`src/rtl/fsm_arb.sv`:
```
// fsm_arb: round-robin arbiter feeding an IDLE/READ/WRITE/TOUT transaction FSM
// Ports: clk, reset (async, active-high); req/we per channel; ack from target;
// idle/read/write/timeout decoded from state; gnt one-hot grant while busy;
// gnt_id index of the last granted channel.
module fsm_arb #(
  parameter int N_CH = 4,
  parameter int TMO  = 16,
  localparam int IW  = (N_CH > 1) ? $clog2(N_CH) : 1
) (
  input  logic            clk,
  input  logic            reset,
  input  logic [N_CH-1:0] req,
  input  logic [N_CH-1:0] we,
  input  logic            ack,
  output logic            idle,
  output logic            read,
  output logic            write,
  output logic [N_CH-1:0] gnt,
  output logic [IW-1:0]   gnt_id,
  output logic            timeout
);
  typedef enum logic [1:0] {IDLE, READ, WRITE, TOUT} state_t;
  state_t state, nxt;
  logic [N_CH-1:0] gnt_r;
  logic [IW-1:0] ptr, win, idx;
  logic [7:0] cnt;
  logic busy;
  assign busy = (state == READ) || (state == WRITE);
  // Scan from farthest to nearest so the channel closest after ptr wins.
  always_comb begin
    win = '0;
    idx = '0;
    for (int i = N_CH; i >= 1; i--) begin
      idx = IW'((int'(ptr) + i) % N_CH);
      if (req[idx]) win = idx;
    end
  end
  always_comb begin
    nxt = state;
    case (state)
      IDLE:       nxt = |req ? (we[win] ? WRITE : READ) : IDLE;
      READ, WRITE: nxt = ack ? IDLE : (cnt == 8'(TMO - 1)) ? TOUT : state;
      default:    nxt = IDLE;
    endcase
  end
  always_ff @(posedge clk or posedge reset) begin
    if (reset) begin
      state  <= IDLE;
      gnt_r  <= '0;
      gnt_id <= '0;
      ptr    <= IW'(N_CH - 1);
      cnt    <= '0;
    end else begin
      state <= nxt;
      if (state == IDLE && |req) begin
        gnt_r  <= N_CH'(1) << win;
        gnt_id <= win;
        ptr    <= win;
        cnt    <= '0;
      end else if (busy && !ack) begin
        cnt <= cnt + 8'd1;
      end
    end
  end
  assign idle    = state == IDLE;
  assign read    = state == READ;
  assign write   = state == WRITE;
  assign timeout = state == TOUT;
  assign gnt     = busy ? gnt_r : '0;
endmodule

```
`config.mk`:
```
export PLATFORM = sky130hd
export DESIGN_NAME = fsm_arb
export DESIGN_NICKNAME = d
export VERILOG_FILES = /design/src/rtl/fsm_arb.sv
export SDC_FILE = /design/constraint.sdc
export NUM_CORES = 1
export LEC_CHECK = 0
export BUFFER_PORTS_ARGS = -buffer_cell sky130_fd_sc_hd__buf_2
export CORE_MARGIN = 10
export CORE_UTILIZATION = 50
export CTS_BUF_LIST = sky130_fd_sc_hd__clkbuf_8 sky130_fd_sc_hd__clkbuf_16
export CTS_CLUSTER_DIAMETER = 50
export DETAILED_ROUTE_END_ITERATION = 10
export PLACE_DENSITY_LB_ADDON = 0.25
export SYNTH_ARGS = -nofsm -noshare
export SYNTH_HDL_FRONTEND = slang
export SYNTH_SLANG_ARGS = --single-unit
export TNS_END_PERCENT = 5
```
`constraint.sdc`:
```
create_clock -name clk -period 1.9 [get_ports clk]
set_input_delay 0.095 -clock clk [delete_from_list [all_inputs] [get_ports clk]]
set_output_delay 0.095 -clock clk [all_outputs]
set_load 0.02 [all_outputs]
```
# == After elaboration in Yosys (flattened, before gate mapping) ==
# Cells that the tools add are included.
# word_totals
ff_bits,18
in_bits,11
out_inout_bits,10
word_cells,51
# op_classes
add_sub_neg,5
magnitude_cmp,5
eq_ne,5
shift,1
muxes,22
reduce_logical,8
# ops
op,count
$mux W2,8
$mux W8,2
$lt A2 B3 Y1 const B,5
$bmux W1 S2,5
$add A8 B1 Y8 const B,1
$eq A8 B4 Y1 const B,1
$mux W1,5
$add A2 B1 Y2 const B,2
$add A2 B2 Y2 const B,2
$eq A2 B2 Y1 const B,2
$mux W4,1
$pmux W2 S2,1
$reduce_or A4 Y1,1
$shl A1 B2 Y4 const A,1
$ne A3 B3 Y1 const B,1
$eq A2 B1 Y1 const B,1
$logic_and A1 B1 Y1,2
$logic_not A2 Y1,1
$reduce_bool A2 Y1,1
$reduce_or A2 Y1,1
$logic_not A1 Y1,1
$logic_or A1 B1 Y1,1

# == Logic depth before layout (Yosys ltp) ==
# Gate-level depths: netlist of the first run.
# depth
ltp_word,12
mapped_depth,8
mapped_depth_nobuf,8

# == Least setup slack after synthesis of the first run ==
# OpenSTA, ideal clock, no wires.
# synth_path
path_type,reg-to-reg
from,register state[0]
to,register cnt[7]
setup_ns,0.132
t_arrival_ns,1.457
required_time_ns,1.768
slack_ns,0.312
path_stages_with_launch,9
path_buffers,0
period_less_slack_ns,1.588
cell_sequence,dfrtp_1 > inv_1 > ha_1 > nand2b_1 > nor2_1 > and3_1 > nand3_1 > xor2_1 > nor2_1
# synth_via
elab_chain_cells,4
word_cells_on_any_way,8
classes_between,eq/ne: 2; mux: 1; reduce/logical: 5
# synth_rtl
item,line_no,text
start: declaration,23,"state_t state, nxt;"
start signal: assignment,54,state <= nxt;
$eq A2 B1 Y1 / $eq A2 B2 Y1 (equally long branches),28,assign busy = (state == READ) || (state == WRITE);
$logic_or A1 B1 Y1,28,
$logic_and A1 B1 Y1,60,end else if (busy && !ack) begin
$reduce_bool A2 Y1 (no line),--,
end signal: assignment,61,cnt <= cnt + 8'd1;
end: declaration,26,logic [7:0] cnt;
# Parallel ways exist; a longest one is shown, timed or not.
# A chain may end at the register's enable or synchronous reset.

# == Worst setup path after layout of the first run ==
# layout_path
from,register ptr[0]
to,register state[1]
# layout_via
elab_chain_cells,12
word_cells_on_any_way,21
classes_between,add/sub: 4; mux: 17
# layout_rtl
item,line_no,text
start: declaration,25,"logic [IW-1:0] ptr, win, idx;"
start signal: assignment,51,ptr <= IW'(N_CH - 1);
start signal: assignment,58,ptr <= win;
$add A2 B1 Y2,34,idx = IW'((int'(ptr) + i) % N_CH);
$bmux W1 S2,35,if (req[idx]) win = idx;
$mux W1 (implied by the code),35,
$mux W2 (3 in a row),35,
$mux W2 (*),35,
$bmux W1 S2 (*),41,IDLE: nxt = |req ? (we[win] ? WRITE : READ) : IDLE;
$mux W1 (implied by the code) (*),41,
$mux W2 (*) (2 in a row),41,
$pmux W2 S2 (*),40,case (state)
# Mark *: on every way between the ends. The rest lies on a longest branch, timed or not. The select of a mux whose other input is x is not followed.

==> flow_summary.ini, run 1 <==
[pwr]
power_per_cell_area_nw_per_um2 = 1376
cellLeakagePower_nw = 0.5857
vdd_drop_max_mv = 0.6705

[timing]
finalHoldWorstSlack_ps = 208.3
worstMarginPinSlew_ps = 667.6
fmaxAchievable_ghz = 0.5800
finClkSkew_ps = 6.532
final_min_period_over_clock_period_pct = 90.74
setup_tns_ps = 0
hold_viol_final = 0
setup_violators_final = 0
timing.final.max_slew_violations = 0
slew_headroom_pct = 55.44
final_period_minus_worst_setup_slack_ps = 1724
rsz0062_at_grt = false
setup_slack_ps = 175.9

[clock_network]
clkTransAtPathRegs_ps = 70
post_cts_buffers = 0
cts_htree_levels = 1
tritoncts = done
tritoncts_buffer_count = 3
clock_tree.root_cell = clkbuf_8
insertion_delay_ps = 250
ctsLongestPathBuffers = 2
tritoncts_num_sinks = 18

[synth]
synth_edf_count = 0
yosysUniqueCellTypes = 33
syn_area_per_cell_um2 = 9.777
area_contributors_post_synth = dfrtp_1 40%, ha_1 6.3%, dfstp_2 5.3%, nor2_1 4.9%, nand2_1 3.8%
synth_async_sr_flop_share_pct = 100.0
synth-main-ff-cell = dfrtp_1
ys_seq_area_share_pct = 45.42
post_synth_instance_area_um2 = 997.2
ys_seq_elements = 18
yosys_warnings = 0
yosysTopAreaCellShare_pct = 40.15
syn_inst = 102
post_syn_nets = 118
yosys.area.top_type = dfrtp_1

[grt]
first_pass_grt_wire_length_um = 3622
antenna_violations_before_repair = 0
groute.usage.overall_pct = 10.37
largest_net_degree_at_the_start_of_global_routing = 19
vias_in_the_first_global_route = 840
globalRouteOverflowTotal = 0

[flow_run]
max_capacitance_violation_count = 0

[floorplanning]
die_area_um2 = 4181
core-area_um2 = 1922
floorplan.rows = 16
ioPinCount = 21
die_x_um = 64.66
die_y_um = 64.66
initial_core_util_pct = 51.89

[setup_path]
critPathArrivalTime_ps = 1860
setup.worst_path.class = register to register
critPathRequiredTime_ps = 2040
crit_start_category = register
worst_path_maximum_fanout = 4
critPathCaptureType = register

[drt]
vias = 783
first_pass_iters = 4
totalWireLength_um = 2088
detailed_route_drc_error_count = 0
drt.antenna.violating_nets = 0
wl_per_cell_um = 13.74
detail_route.vias_per_cell = 5.151
first_iter_violations = 17

[final_layout]
nNetsFinal = 142
final.fill_count = 181
area.sequential_um2 = 452.9
finish.cell_count_without_fillers = 152
antennaDiodeCount = 0
area_growth_syn_to_layout_pct = 19.70
post_route_cells_drive_above_1_share_pct = 25.60
multi_input_comb_area_um2 = 536.8

[placed_design]
dpl_worst_slack_ps = 148.9
finalWeightedCongestion = 0.7976
dp_cells = 147
buffer_ports.inserted = 20
post_dp_hpwl_um = 1616

[min_path]
hold_path.class = primary input to register

[status]
outcome = complete, no violations
cells in the mapped netlist (all sizes together), types with 2 or more instances:
| cell | n |
|---|---|
| nand2b | 5 |
| xnor2 | 4 |
| nor3 | 2 |
| dfstp | 2 |
| a21oi | 3 |
| a31oi | 2 |
| inv | 4 |
| o21ai | 4 |
| nor2 | 13 |
| clkbuf | 2 |
| nand2 | 10 |
| dfrtp | 16 |
| and2 | 4 |
| ha | 5 |
| a22o | 2 |
| and3 | 2 |
| mux2i | 3 |
| nand3 | 4 |
| xor2 | 3 |
per-stage QoR:
stage,cell area [µm²],power [mW],util (%)
3_3_place_gp,1124,1.334,58.46
5_1_grt,1194,1.774,62.11
6_report,1194,1.642,62.11
4_1_cts,1179,1.622,61.33
2_1_floorplan,997.2,1.154,-
3_5_place_dp,1124,1.355,58.46
where the power goes:
group,total (mW),leakage (nW),switching (mW),internal [mW]
sequential,0.583,0.233,0.0766,0.507
combinational,0.794,0.325,0.468,0.326
clock,0.264,0.0269,0.121,0.143
total,1.64,0.586,0.666,0.976
worst paths after layout:
| path | from | to | slack, ps | depth (start not counted) |
|---|---|---|---|---|
| worst max-delay path | ptr[0]$_DFFE_PP1P_ | state[1]$_DFFE_PP0P_ | 180 | 6 |
| worst min-delay path | ack | cnt[1]$_DFFE_PP0P_ | 210 | 4 |
| worst max register to register | ptr[0]$_DFFE_PP1P_ | state[1]$_DFFE_PP0P_ | 180 | 6 |
| worst min register to register | gnt_id[1]$_DFFE_PP0P_ | gnt_id[1]$_DFFE_PP0P_ | 470 | 2 |
| max in group asynchronous | reset | gnt_id[0]$_DFFE_PP0P_ | 980 | 3 |
| min in group asynchronous | reset | cnt[3]$_DFFE_PP0P_ | 490 | 3 |
critical path: stages, from the launching register on:
cell,delay [ps]
dfstp_2,530
nand2b_1,120
a21boi_2,220
o211ai_2,160
mux2i_1,190
mux2i_1,120
a211o_1,280
what timing repair did:
action                                  in CTS  in global routing
resized for setup                            0                  2
hold buffers                                 1                  0
endpoints found under the setup margin       0                  1
endpoints found under the hold margin       16                  0
layout by cell type, fill, tap and decap left out, types with 4 or more instances in the layout:
cell and count:
and2_1 4, buf_2 20, dfrtp_1 16, ha_1 4
inv_1 5, nand2_1 10, nand2b_1 4, nand3_1 4
nor2_1 12, xnor2_1 4
state kept, by name (all words and copies together) (netlist names):
register,count
cnt,8
gnt_id,2
gnt_r,4
ptr,2
state,2
metal layers:
metal  track usage, %  routed length (µm)  up-vias
met3            3.265                 104        0
li1                 -                   -      395
met2            18.97                1023       18
met4            2.406                   0        0
met1            11.32                 960      370
met5                0                   0        -
area by class of cell:
cell class | count | share of cell area (%)
multi-input cells | 78 | 44.97
flip-flops and latches | 18 | 37.95
repair buffers | 21 | 9.224
clock buffers | 3 | 3.459
well taps | 27 | 2.830
inverters | 4 | 1.258
clock inverters | 1 | 0.3145
logic make-up (layout without fill, tap and decap cells):
family / after synthesis / count (layout) / synth area share [%]
and+or+nand+nor: 44 / 44 / 21.33
AOI/OAI and AO/OA: 19 / 19 / 15.56
DFF: 18 / 18 / 45.42
xor gates and xnor gates: 7 / 7 / 6.148
buffers and inverters: 6 / 29 / 2.258
adders and majority gates: 5 / 5 / 6.274
muxes: 3 / 3 / 3.011
No activity file was read; power rests on OpenSTA's default activity.
==> run 2: changes to the inputs <==
==> constraint.sdc (replaced) <==
create_clock -name clk -period 2.03 [get_ports clk]
set_input_delay 0.1015 -clock clk [delete_from_list [all_inputs] [get_ports clk]]
set_output_delay 0.1015 -clock clk [all_outputs]
set_load 0.02 [all_outputs]
==> flow_summary.ini, run 2 (synthesis results as in run 1) <==
[status]
outcome = complete, no violations

[drt]
first_pass_iters = 4
wl_per_cell_um = 13.64
detail_route.vias_per_cell = 5.105
drt.antenna.violating_nets = 0
detailed_route_drc_error_count = 0
vias = 776
first_iter_violations = 23
totalWireLength_um = 2073

[floorplanning]
ioPinCount = 21
die_y_um = 64.66
core-area_um2 = 1922
die_x_um = 64.66
floorplan.rows = 16
initial_core_util_pct = 51.89
die_area_um2 = 4181

[placed_design]
post_dp_hpwl_um = 1616
buffer_ports.inserted = 20
placed_area_um2 = 1124
finalWeightedCongestion = 0.7976

[timing]
final_period_minus_worst_setup_slack_ps = 1757
hold_viol_final = 0
finalHoldWorstSlack_ps = 212.5
setup_tns_ps = 0
slew_headroom_pct = 55.32
finClkSkew_ps = 6.360
fmaxAchievable_ghz = 0.5691
rsz0062_at_grt = false
setup_violators_final = 0
worstMarginPinSlew_ps = 669.5
timing.final.max_slew_violations = 0
final_min_period_over_clock_period_pct = 86.56

[clock_network]
clkTransAtPathRegs_ps = 70
tritoncts = done
tritoncts_buffer_count = 3
post_cts_buffers = 0
insertion_delay_ps = 250
clock_tree.root_cell = clkbuf_8
ctsLongestPathBuffers = 2
tritoncts_num_sinks = 18
cts_htree_levels = 1

[final_layout]
post_route_cells_drive_above_1_share_pct = 24.00
registers_with_the_highest_flip_flop_counts = cnt x8, gnt_r x4
area_growth_syn_to_layout_pct = 18.19
fin_util_pct = 61.33
final.fill_count = 185
largest_reg_flops = 8
max_flop_register = cnt
layout.cells.most_common = buf_2
postLayoutCellArea_um2 = 1179
most-common-layout-cells = 20 x buf_2, 16 x dfrtp_1, 13 x nor2_1
nNetsFinal = 142
antennaDiodeCount = 0

[pwr]
cellLeakagePower_nw = 0.5849
report.power.total_mw = 1.502
power_per_cell_area_nw_per_um2 = 1274
vdd_drop_max_mv = 0.6178

[grt]
largest_net_degree_at_the_start_of_global_routing = 19
vias_in_the_first_global_route = 840
globalRouteOverflowTotal = 0
groute.usage.overall_pct = 10.37
first_pass_grt_wire_length_um = 3622
antenna_violations_before_repair = 0

[setup_path]
critPathArrivalTime_ps = 1890
worst_path_maximum_fanout = 6
crit_start_category = register
critPathRequiredTime_ps = 2160
critPathCaptureType = register
setup.worst_path.class = register to register

[flow_run]
max_capacitance_violation_count = 0

[min_path]
hold_path.class = primary input to register
[run 2: where the power goes]
group          switching (mW)  leakage (nW)  internal, mW
Combinational           0.431         0.324         0.278
Sequential             0.0715         0.233         0.474
Clock                   0.114        0.0269         0.134
Total                   0.616         0.585         0.886
[run 2: path summary, 6_finish.rpt]
kind                                       start                     to  slack, ps  cells past startpoint
max in group asynchronous                  reset  gnt_id[0]$_DFFE_PP0P_       1100                      3
hold / removal                               ack     cnt[1]$_DFFE_PP0P_        210                      4
hold reg to reg            gnt_id[1]$_DFFE_PP0P_  gnt_id[1]$_DFFE_PP0P_        470                      2
setup / recovery            state[0]$_DFFE_PP0P_     cnt[7]$_DFFE_PP0P_        270                      8
min in group asynchronous                  reset     cnt[3]$_DFFE_PP0P_        490                      3
setup reg to reg            state[0]$_DFFE_PP0P_     cnt[7]$_DFFE_PP0P_        270                      8
[run 2: per-layer routing]
layer	GRT usage, %	vias to the layer above	routed length, µm
li1	-	395	-
met1	11.32	365	952
met2	18.97	16	1012
met3	3.265	0	108
met4	2.406	0	0
met5	0	-	0
[run 2: cell type report]
class | instances | area, µm² | area share [%]
flip-flops and latches | 18 | 452.9 | 38.43
repair buffers | 21 | 110.1 | 9.342
clock inverters | 1 | 3.754 | 0.3185
well taps | 27 | 33.78 | 2.866
clock buffers | 3 | 41.29 | 3.503
inverters | 4 | 15.01 | 1.274
multi-input cells | 78 | 521.8 | 44.27
[run 2: what timing repair did]
item	in CTS	in global routing
gates resized for setup	0	0
endpoints found under the hold margin	16	0
hold buffers	1	0
[run 2: worst max-delay path: stages (launching register included)]
cell and delay, ps:
dfrtp_1 400, inv_1 80, ha_1 350, nand2b_1 120
nor2_1 200, and3_1 220, nand3_1 90, xor2_1 130
nor2_1 50
[run 2: metrics by stage]
stage               setup WS, ps  cells
finish                     272.8    152
global route               62.05    152
CTS                        269.8    152
detailed placement         278.9    147
global placement           340.6    147
floorplan                  441.6    102
